[src/rtl/uart_programmer_pkg.sv]
// Shared constants, state encodings and helpers for the UART programmer.
package uart_programmer_pkg;

    // Command bytes recognised while the protocol FSM is idle
    localparam logic [7:0] CMD_IMEM = 8'h01;
    localparam logic [7:0] CMD_DMEM = 8'h02;
    localparam logic [7:0] CMD_DONE = 8'h03;

    // upg_adr_o layout: bank select above a 14-bit word address
    localparam int BANK_BIT = 14;
    localparam int ADDR_W   = BANK_BIT;

    // Protocol FSM states
    typedef enum logic [2:0] {
        P_IDLE,
        P_LEN_LO,
        P_LEN_HI,
        P_DATA,
        P_WRITE
    } prog_state_e;

    // Receiver FSM states
    typedef enum logic [1:0] {
        RX_IDLE,
        RX_START,
        RX_DATA,
        RX_STOP
    } rx_state_e;

    // Clocks per bit, rounded to nearest; below 4 the mid-bit sampling breaks down
    function automatic int calc_div(input int clk_freq, input int baud);
        int div;
        div = (clk_freq + baud / 2) / baud;
        return (div < 4) ? 4 : div;
    endfunction

endpackage

[src/rtl/uart_rx.sv]
// 8N1 UART receiver: synchronises rx_i, samples mid-bit, flags bad stop bits.
module uart_rx
    import uart_programmer_pkg::*;
#(
    parameter int DIV = 16
) (
    input  logic       clk,
    input  logic       rst,
    input  logic       rx_i,
    output logic [7:0] byte_o,
    output logic       byte_valid_o,
    output logic       byte_err_o
);

    localparam int CNT_W = $clog2(DIV);
    localparam logic [CNT_W-1:0] HALF_LAST = CNT_W'(DIV / 2 - 1);
    localparam logic [CNT_W-1:0] BIT_LAST  = CNT_W'(DIV - 1);

    logic [1:0]       sync_q;
    logic             rx_s;
    rx_state_e        state_q, state_d;
    logic [CNT_W-1:0] cnt_q, cnt_d;
    logic [2:0]       bit_q, bit_d;
    logic [7:0]       shift_q, shift_d;
    logic             valid_q, valid_d;
    logic             err_q, err_d;

    // Two-flop synchroniser; resets to the idle-high line level so reset never looks like a start bit
    // NOTE: sequential state uses non-blocking assignments so every flop samples pre-edge values.
    always_ff @(posedge clk or negedge rst) begin
        if (!rst) sync_q <= 2'b11;
        else      sync_q <= {sync_q[0], rx_i};
    end

    assign rx_s = sync_q[1];

    // Receiver state, baud/bit counters, shift register and output pulses
    always_ff @(posedge clk or negedge rst) begin
        if (!rst) begin
            state_q <= RX_IDLE;
            cnt_q   <= '0;
            bit_q   <= '0;
            shift_q <= '0;
            valid_q <= 1'b0;
            err_q   <= 1'b0;
        end else begin
            state_q <= state_d;
            cnt_q   <= cnt_d;
            bit_q   <= bit_d;
            shift_q <= shift_d;
            valid_q <= valid_d;
            err_q   <= err_d;
        end
    end

    // Next-state: half a bit to the start-bit centre, then whole bits to each later centre
    // NOTE: every signal gets a default first, so no path through the case can infer a latch.
    always_comb begin
        state_d = state_q;
        cnt_d   = cnt_q + CNT_W'(1);
        bit_d   = bit_q;
        shift_d = shift_q;
        valid_d = 1'b0;
        err_d   = 1'b0;
        unique case (state_q)
            RX_IDLE: begin
                cnt_d = '0;
                if (!rx_s) state_d = RX_START;
            end
            RX_START: begin
                if (cnt_q == HALF_LAST) begin
                    cnt_d   = '0;
                    bit_d   = '0;
                    // Line back high at the centre means a glitch, not a start bit
                    state_d = rx_s ? RX_IDLE : RX_DATA;
                end
            end
            RX_DATA: begin
                if (cnt_q == BIT_LAST) begin
                    cnt_d   = '0;
                    shift_d = {rx_s, shift_q[7:1]};
                    if (bit_q == 3'd7) state_d = RX_STOP;
                    else               bit_d   = bit_q + 3'd1;
                end
            end
            RX_STOP: begin
                if (cnt_q == BIT_LAST) begin
                    cnt_d   = '0;
                    valid_d = rx_s;
                    err_d   = !rx_s;
                    state_d = RX_IDLE;
                end
            end
            default: state_d = RX_IDLE;
        endcase
    end

    assign byte_o       = shift_q;
    assign byte_valid_o = valid_q;
    assign byte_err_o   = err_q;

endmodule

[src/rtl/uart_programmer.sv]
// UART download loader: turns a command/length/data byte stream into
// 32-bit little-endian word writes on the upg_* port of imem or dmem.
module uart_programmer
    import uart_programmer_pkg::*;
#(
    parameter int CLK_FREQ = 10_000_000,
    parameter int BAUD     = 115_200
) (
    input  logic        clk,
    input  logic        rst,
    input  logic        rx_i,
    output logic        upg_wen_o,
    output logic [14:0] upg_adr_o,
    output logic [31:0] upg_dat_o,
    output logic        upg_done_o,
    output logic        frame_err_o
);

    localparam int DIV = calc_div(CLK_FREQ, BAUD);

    logic [7:0] rx_byte;
    logic       rx_valid;
    logic       rx_err;

    prog_state_e       state_q, state_d;
    logic              bank_q, bank_d;
    logic [ADDR_W-1:0] addr_q, addr_d;
    logic [15:0]       len_q, len_d;
    logic [1:0]        idx_q, idx_d;
    logic [31:0]       word_q, word_d;
    logic [14:0]       adr_q, adr_d;
    logic [31:0]       dat_q, dat_d;
    logic              done_q, done_d;
    logic              ferr_q, ferr_d;

    uart_rx #(
        .DIV (DIV)
    ) u_rx (
        .clk          (clk),
        .rst          (rst),
        .rx_i         (rx_i),
        .byte_o       (rx_byte),
        .byte_valid_o (rx_valid),
        .byte_err_o   (rx_err)
    );

    // Protocol state, counters, word buffer and held write-port registers
    always_ff @(posedge clk or negedge rst) begin
        if (!rst) begin
            state_q <= P_IDLE;
            bank_q  <= 1'b0;
            addr_q  <= '0;
            len_q   <= '0;
            idx_q   <= '0;
            word_q  <= '0;
            adr_q   <= '0;
            dat_q   <= '0;
            done_q  <= 1'b1;
            ferr_q  <= 1'b0;
        end else begin
            state_q <= state_d;
            bank_q  <= bank_d;
            addr_q  <= addr_d;
            len_q   <= len_d;
            idx_q   <= idx_d;
            word_q  <= word_d;
            adr_q   <= adr_d;
            dat_q   <= dat_d;
            done_q  <= done_d;
            ferr_q  <= ferr_d;
        end
    end

    // Next-state: decode commands, collect the length, assemble words, issue writes
    always_comb begin
        state_d = state_q;
        bank_d  = bank_q;
        addr_d  = addr_q;
        len_d   = len_q;
        idx_d   = idx_q;
        word_d  = word_q;
        adr_d   = adr_q;
        dat_d   = dat_q;
        done_d  = done_q;
        ferr_d  = ferr_q;
        unique case (state_q)
            P_IDLE: begin
                if (rx_err) begin
                    ferr_d = 1'b1;
                end else if (rx_valid) begin
                    if (rx_byte == CMD_IMEM || rx_byte == CMD_DMEM) begin
                        bank_d  = (rx_byte == CMD_DMEM);
                        addr_d  = '0;
                        done_d  = 1'b0;
                        ferr_d  = 1'b0;
                        state_d = P_LEN_LO;
                    end else if (rx_byte == CMD_DONE) begin
                        done_d = 1'b1;
                    end
                end
            end
            P_LEN_LO: begin
                if (rx_err) begin
                    ferr_d  = 1'b1;
                    state_d = P_IDLE;
                end else if (rx_valid) begin
                    len_d[7:0] = rx_byte;
                    state_d    = P_LEN_HI;
                end
            end
            P_LEN_HI: begin
                if (rx_err) begin
                    ferr_d  = 1'b1;
                    state_d = P_IDLE;
                end else if (rx_valid) begin
                    len_d[15:8] = rx_byte;
                    idx_d       = '0;
                    // A zero-length load just opens the session; done stays low
                    state_d     = ({rx_byte, len_q[7:0]} == 16'd0) ? P_IDLE : P_DATA;
                end
            end
            P_DATA: begin
                if (rx_err) begin
                    ferr_d  = 1'b1;
                    idx_d   = '0;
                    state_d = P_IDLE;
                end else if (rx_valid) begin
                    if (idx_q == 2'd3) begin
                        // Last byte goes straight into the output word so the strobe comes next cycle
                        dat_d            = {rx_byte, word_q[23:0]};
                        adr_d[BANK_BIT]  = bank_q;
                        adr_d[ADDR_W-1:0] = addr_q;
                        idx_d            = '0;
                        state_d          = P_WRITE;
                    end else begin
                        word_d[{idx_q, 3'b000} +: 8] = rx_byte;
                        idx_d                        = idx_q + 2'd1;
                    end
                end
            end
            P_WRITE: begin
                // Address wraps within its bank; the bank bit is never touched here
                addr_d  = addr_q + ADDR_W'(1);
                len_d   = len_q - 16'd1;
                state_d = (len_q == 16'd1) ? P_IDLE : P_DATA;
            end
            default: state_d = P_IDLE;
        endcase
    end

    assign upg_wen_o   = (state_q == P_WRITE);
    assign upg_adr_o   = adr_q;
    assign upg_dat_o   = dat_q;
    assign upg_done_o  = done_q;
    assign frame_err_o = ferr_q;

endmodule

[config.mk]
export PLATFORM = sky130hd
export DESIGN_NAME = uart_programmer
export DESIGN_NICKNAME = d
export VERILOG_FILES = /design/src/rtl/uart_programmer_pkg.sv /design/src/rtl/uart_rx.sv /design/src/rtl/uart_programmer.sv
export SDC_FILE = /design/constraint.sdc
export NUM_CORES = 1
export LEC_CHECK = 0
export BUFFER_PORTS_ARGS = -buffer_cell sky130_fd_sc_hd__clkbuf_2
export CAP_MARGIN = 20
export CORE_MARGIN = 2
export CORE_UTILIZATION = 59
export DETAILED_ROUTE_END_ITERATION = 7
export GPL_ROUTABILITY_DRIVEN = 1
export GPL_TIMING_DRIVEN = 0
export PLACE_DENSITY_LB_ADDON = 0.2
export SLEW_MARGIN = 20
export SYNTH_ARGS = -nofsm -noshare
export SYNTH_HDL_FRONTEND = slang
export SYNTH_SLANG_ARGS = --single-unit
[constraint.sdc]
create_clock -name clk -period 2.1 [get_ports clk]
set_input_delay 0.63 -clock clk [delete_from_list [all_inputs] [get_ports clk]]
set_output_delay 0.63 -clock clk [all_outputs]
set_load 0.005 [all_outputs]
==> results.md, run 1 <==
* Layout Utilization at 73.6%
* Area grow syn2layout at 22.2%
* FF-to-FF Start: u_rx.byte_o[2]
* Avg Inst Size Synth at around 11 um2
* CTS tree: yes
* Primary FF master, synth: dfrtp_1
* Total of max-cap violations at 0
* DP HPWL at 8740 um
* Required @ worst endpoint at roughly 1.5 ns
* Outcome: finished with violations
* Largest net degree at the start of global routing at 70
* Top cell type's share of synthesized area at approximately 53%
* RSZ-0062 raised after global routing: yes
* Worst-path clk slew at around 0.06 ns
* Synthesized instance count at between 500 and 600
* Die extent in x at about 110 um
* GRT Total Usage at 26.6%
* Crit path arrival time at 1.52 ns
* FF+latch count, synth at about 130
* Count of input and output buffers at 52
* Count of nets after finishing at roughly 700
* Hold crit path type: in -> async
* DR iter-0 viols at 457
* CTS Hold Bufs at 0
* Routed Antenna Nets at 0
* CTS buffer count at 17
* Fillers at 691
* Rel. slew slack at 49.7%
* Critical Path End Type: output port
* DR vias at 4809
* Mapped Area at 6160 um2
* Sequential share of the synthesized area at 54.1%
* Worst vdd ir at 0.544 mV
* Critical Path Fanout Max at 3
* Final hold vios at 0
* Site Rows at 37
* Worst Skew at 0.0126 ns
* Yosys Warn Count at 0
* Dominant cells by area after synthesis: dfrtp_1, mux2_2, o21ai_0
* Root Buffer: clkbuf_8
* Syn nets at 598
* Tmin final at 2.15 ns
* Detailed Route WL at 14100 um
* Slew @ Worst Pin at 0.755 ns
* Setup slack, reg-to-reg at 0.09 ns
* Power per standard cell area at 798 nW/um2
* CTS sink cnt at about 130
* CP Class: reg -> out
* GP Congestion at 0.870
* Post-synth EDFFs at 0
* Highest Clock Rate at around 0.47 GHz
* Die area at 11300 um2
* Grt total ovfl at 0
* Vias in the first global route at 4774
* Core area at 10200 um2
* Wirelength per Cell at approximately 17 um
* DRT Pass-1 Iters at 6
* Max-slew violations at 0
* DR vias/cell at 5.90
* H-tree depth at 4
* CTS Buffer Depth at 2
* Drt drc at 0
* Initial antenna violation count at 0
* I/O pin cnt at 53
* Layout cells sized above 1 at between 30% and 40%
* Synth unique cells at 59
* Worst Slack Setup Final at -0.0501 ns
* Worst R2R Path Depth at 6
* Most area-hungry cell type in the Yosys netlist: dfrtp_1
* Reg2Reg Capture Point: addr_q[4]
* Tcrit/Tclk final at 102%
* Setup crit start kind: flip-flop
* Worst-Skew Late Latency at 0.54 ns
* Die Span Y at 106 um
* Global-route wire length before repair at between 20000 and 25000 um
* Endpoints failing setup at 1
* Leak at 3.62 nW
* Failing checks: setup timing
* Antenna cells at 0
* Initial core utilization at 60.2%
* Asr flop ratio synth at between 90% and 100%
* WHS at between 0.07 and 0.08 ns
worst max-delay path by stage:
| stage | start | end | slack [ns] | cells past startpoint |
|---|---|---|---|---|
| floorplan | state_q[0] | upg_wen_o | 0.15 | 6 |
| global placement | rst | u_rx.cnt_q[0] | -1.63 | 1 |
| detailed placement | state_q[0] | upg_wen_o | -0.39 | 7 |
| CTS | state_q[0] | upg_wen_o | -0.12 | 7 |
| global route | state_q[1] | upg_wen_o | -0.10 | 6 |
| finish | state_q[1] | upg_wen_o | -0.05 | 6 |
power by group:
part	total (mW)	internal [mW]	switching [mW]
registers	2.61	2.59	0.0238
logic	0.127	0.0407	0.0858
clock network	3.27	2.10	1.17
sequential cells by signal, indices dropped and copies added (netlist names), 2 cells and up, named ones only:
name         cells
addr_q          14
u_rx.bit_q       3
state_q          3
len_q           16
u_rx.cnt_q       7
u_rx.sync_q      2
idx_q            2
u_rx.byte_o      8
upg_adr_o       15
upg_dat_o       32
word_q          24
cell usage after synthesis, types with 5 or more instances:
master,n
nor4_1,9
o21ai_1,8
inv_1,17
nand3_1,20
ha_1,12
and3_1,10
o31ai_1,7
dfrtp_1,130
o21ai_0,58
a31oi_1,5
nand2_1,76
buf_2,9
mux2_2,58
nand4b_1,5
nor3_1,7
clkbuf_1,15
nor2_1,40
a21oi_1,21
layout make-up:
type	count	area (um2)	share of cell area, %
tap	136	170	2.26
inverter	17	66.3	0.881
clock inverter	14	221	2.94
multi-input combinational	399	2690	35.7
sequential	133	3330	44.3
buffer	28	189	2.51
timing repair buffer	70	430	5.72
clock buffer	18	428	5.68
worst max-delay path, cell delays in order, from the launching register on:
cell and delay, ns:
dfrtp_1 0.38, clkbuf_8 0.14, nor2_4 0.11, nand2_2 0.09
inv_4 0.09, buf_8 0.10, buf_6 0.08
cell usage in the layout, fill, tap and decap left out, drive strengths merged, types with 12 or more instances in the layout:
master and count:
nor2 41, nand3 20, ha 12, nand2 76
clkbuf 83, dfrtp 130, mux2 58, a21oi 22
o21ai 68, buf 33, inv 21
per-stage QoR:
stage          cell area (um2)  power [mW]  setup TNS (ns)  std cells  worst slack, ns
2_1_floorplan             6160        2.70               0        583            0.154
3_3_place_gp              6590        2.76         -213.36        771            -1.63
3_5_place_dp              6630        2.78          -0.535        772           -0.395
4_1_cts                   7430        6.02          -0.117        813           -0.117
5_1_grt                   7530        6.17          -0.114        815           -0.102
6_report                  7530        6.01         -0.0501        815          -0.0501
per-layer routing:
| layer | GRT usage (%) | part of all wire (%) | vias to the layer above |
|---|---|---|---|
| met5 | 0 | 0 | - |
| met4 | 9.68 | 1.8 | 0 |
| met3 | 6.13 | 6.5 | 24 |
| met2 | 43.5 | 50 | 172 |
| met1 | 35.0 | 42 | 2382 |
| li1 | - | - | 2231 |
cell families after synthesis:
logic type      count (synthesis)  share of synthesized area, %
fa+ha+maj                      12                          2.44
xor+xnor                        7                         0.995
compound gates                125                          12.1
buf+inv                        51                          3.82
flops                         133                          54.1
mux                            61                          11.1
simple gates                  194                          15.5
what timing repair did:
action / CTS / global route
resized for setup: 22 / 16
pin swaps: 3 / 4
setup buffers: 10 / 7
endpoints found under the setup margin: 32 / 40
Note: power is estimated with default switching activity, not from simulation.
==> inputs of run 2 (changes only) <==
--- a/config.mk
+++ b/config.mk
@@ -7,8 +7,10 @@
 export LEC_CHECK = 0
 export BUFFER_PORTS_ARGS = -buffer_cell sky130_fd_sc_hd__clkbuf_2
 export CAP_MARGIN = 20
+export CELL_PAD_IN_SITES_DETAIL_PLACEMENT = 0
+export CELL_PAD_IN_SITES_GLOBAL_PLACEMENT = 1
 export CORE_MARGIN = 2
-export CORE_UTILIZATION = 59
+export CORE_UTILIZATION = 47
 export DETAILED_ROUTE_END_ITERATION = 7
 export GPL_ROUTABILITY_DRIVEN = 1
 export GPL_TIMING_DRIVEN = 0
==> run 2 against run 1 <==
  * Non-clock buffer count unchanged
  * The run now ends clean
  * Highest routed layer unchanged
  * Flip-flop and latch count unchanged
  * Largest cell class unchanged
  * Cell count up 4.4%
  * Register-to-register slack worse by 0.04 ns
==> results.md, run 2 (synthesis gave the netlist of run 1 again) <==
* Final hold vios at 0 (unchanged)
* Sequential fraction of design power at 46.6% (+3.1 points)
* Vias in the first global route at 4426 (-7.3%)
* Max-slew violations at 0 (unchanged)
* DR iter-0 viols at 272 (-40%)
* Site Rows at 41 (+11%)
* Setup crit start kind: flip-flop
* Worst-Skew Late Latency at 0.42 ns (-0.12 ns)
* Drt drc at 0 (unchanged)
* CP Class: reg -> out
* Global-route wire length before repair at 23100 um (-2.1%)
* Count of nets after finishing at 681 (unchanged)
* DR vias at 4693 (-2.4%)
* Hold crit path type: in -> async
* Core area at 12700 um2 (+24%)
* RSZ-0062 raised after global routing: yes
* Antenna cells at 0 (unchanged)
* Max FFs per register at 32 (unchanged)
* Wirelength per Cell at 16.2 um (-6.3%)
* Worst-path clk slew at 0.06 ns (about the same)
* Power per standard cell area at 745 nW/um2 (-6.6%)
* Root Buffer: clkbuf_16
* Detailed Route WL at 13800 um (-2.1%)
* Critical Path End Type: output port
* Top sig layer: met4
* Tcrit/Tclk final at 99.6% (-2.8 points)
* CTS Buffer Depth at 2 (unchanged)
* Leak at 3.53 nW (-2.4%)
* Crit path arrival time at 1.46 ns (-0.06 ns)
* Die area at 14000 um2 (+25%)
* FF-to-FF Start: len_q[0]
* Critical Path Fanout Max at 7 (+4)
* Worst path top cell family by delay: flip-flops
* Worst vdd ir at 0.606 mV (+12%)
* Routed wl met3 at 574 um (-37%)
* Worst Skew at 0.0102 ns (-0.00233 ns)
* Worst R2R Path Depth at 8 (+2)
* CTS sink cnt at 133 (unchanged)
* Met2 WL at 6610 um (-6.1%)
* Critical path depth in cells at 6 (unchanged)
* Total Power at 5.60 mW (-6.8%)
* Slew @ Worst Pin at 0.813 ns (+0.0586 ns)
* GP Congestion at 0.846 (-2.8%)
* Endpoints failing setup at 0 (-1)
* Highest Clock Rate at 0.478 GHz (+2.8%)
* Crit-path slowest cell: dfrtp_1
* Outcome: completed
* Clock Power Share at 51.2% (-3.2 points)
* Grt total ovfl at 0 (unchanged)
* Logic pwr share at 2.2% (about the same)
* H-tree depth at 4 (unchanged)
* Reg2Reg Capture Point: state_q[0]
* Critical path capture point: upg_wen_o
* Sw Share at 21.8% (+0.42 points)
* Switch Pwr at 1.22 mW (-4.9%)
* Buffers and inverters on the worst path at 4 (unchanged)
* DR vias/cell at 5.51 (-6.5%)
* Initial core utilization at 48.4% (-12 points)
* DP HPWL at 9060 um (+3.7%)
* Routed Antenna Nets at 0 (unchanged)
* Max incr delay on CP at 0.42 ns (+0.04 ns)
* Initial antenna violation count at 0 (unchanged)
* Die Span Y at 119 um (+12%)
* Most common cell after layout, fill and taps aside: dfrtp_1
* WHS at 0.193 ns (+0.116 ns)
* DP Area at 6670 um2 (+0.68%)
* Fin area at 7520 um2 (-0.18%)
* Area grow syn2layout at 22.0%
* Required @ worst endpoint at 1.47 ns (about the same)
* GRT Total Usage at 20.8% (-5.9 points)
* CTS tree: yes
* Setup slack, reg-to-reg at 0.05 ns (-0.04 ns)
* CTS buffer count at 17 (unchanged)
* Routed length on met1 at 6480 um (+9.2%)
* Layout cells sized above 1 at 30.8% (+0.74 points)
* Count of input and output buffers at 52 (unchanged)
* Tmin final at 2.09 ns (-0.0593 ns)
* Cell Chain, Critical Path: buf_8 > nor2_4 > nand2_4 > inv_4 > buf_6 > buf_6
* Largest net degree at the start of global routing at 69 (-1.4%)
* Layout Utilization at 59.1% (-15 points)
* Die extent in x at 119 um (+12%)
* Internal at 4.38 mW (-7.3%)
* Total of max-cap violations at 0 (unchanged)
* Cell repeated most along the worst path: buf_6
* DRT Pass-1 Iters at 4 (-2)
* Most frequent cells in the layout: dfrtp_1, nand2_1, mux2_2
* Setup crit start: state_q[1]
* I/O pin cnt at 53 (unchanged)
* Rel. slew slack at 45.8% (-3.9 points)
## run 2: layout make-up
cell class                      count  area [um2]
Multi-Input combinational cell    399        2690
Clock buffer                       22         484
Timing Repair Buffer               68         428
Inverter                           17        66.3
Fill cell                        1113        5210
Sequential cell                   133        3340
Tap cell                          172         215
Buffer                             30         195
Clock inverter                     10        97.6
## run 2: power groups by stage
stage	Sequential [mW]	Clock, mW	Combinational (mW)
floorplan	2.65	0	0.0526
global route	2.61	3.06	0.145
detailed placement	2.65	0	0.127
finish	2.61	2.87	0.123
CTS	2.61	2.92	0.126
global placement	2.65	0	0.112
## run 2: repair_timing
action,CTS,global route
setup endpoints to repair,33,61
hold buffers,0,0
pin swaps,2,5
resized for setup,20,24
buffers inserted,6,9
## run 2: how the worst min path moves through the flow
stage	to	slack [ns]	cells after the start	start
2_1_floorplan	asynchronous set/reset pin	0.33	0	rst
3_3_place_gp	u_rx.sync_q[1]	0.35	0	u_rx.sync_q[0]
3_5_place_dp	u_rx.sync_q[1]	0.36	0	u_rx.sync_q[0]
4_1_cts	len_q[3]	0.22	1	rst
5_1_grt	len_q[3]	0.25	1	rst
6_report	len_q[3]	0.19	1	rst
## run 2: per-stage QoR
step / std cells / TNS (ns) / worst slack, ns
finish: 851 / 0 / 0.00925
CTS: 845 / -0.257 / -0.0557
global placement: 807 / -224.58 / -1.72
global route: 851 / -0.298 / -0.0374
floorplan: 583 / 0 / 0.154
detailed placement: 808 / -0.671 / -0.412
## run 2: metal layers
| metal | GRT usage, % | vias up |
|---|---|---|
| met1 | 29.1 | 2329 |
| met2 | 32.2 | 116 |
| met4 | 6.92 | 0 |
| met5 | 0 | - |
| met3 | 4.63 | 14 |
| li1 | - | 2234 |
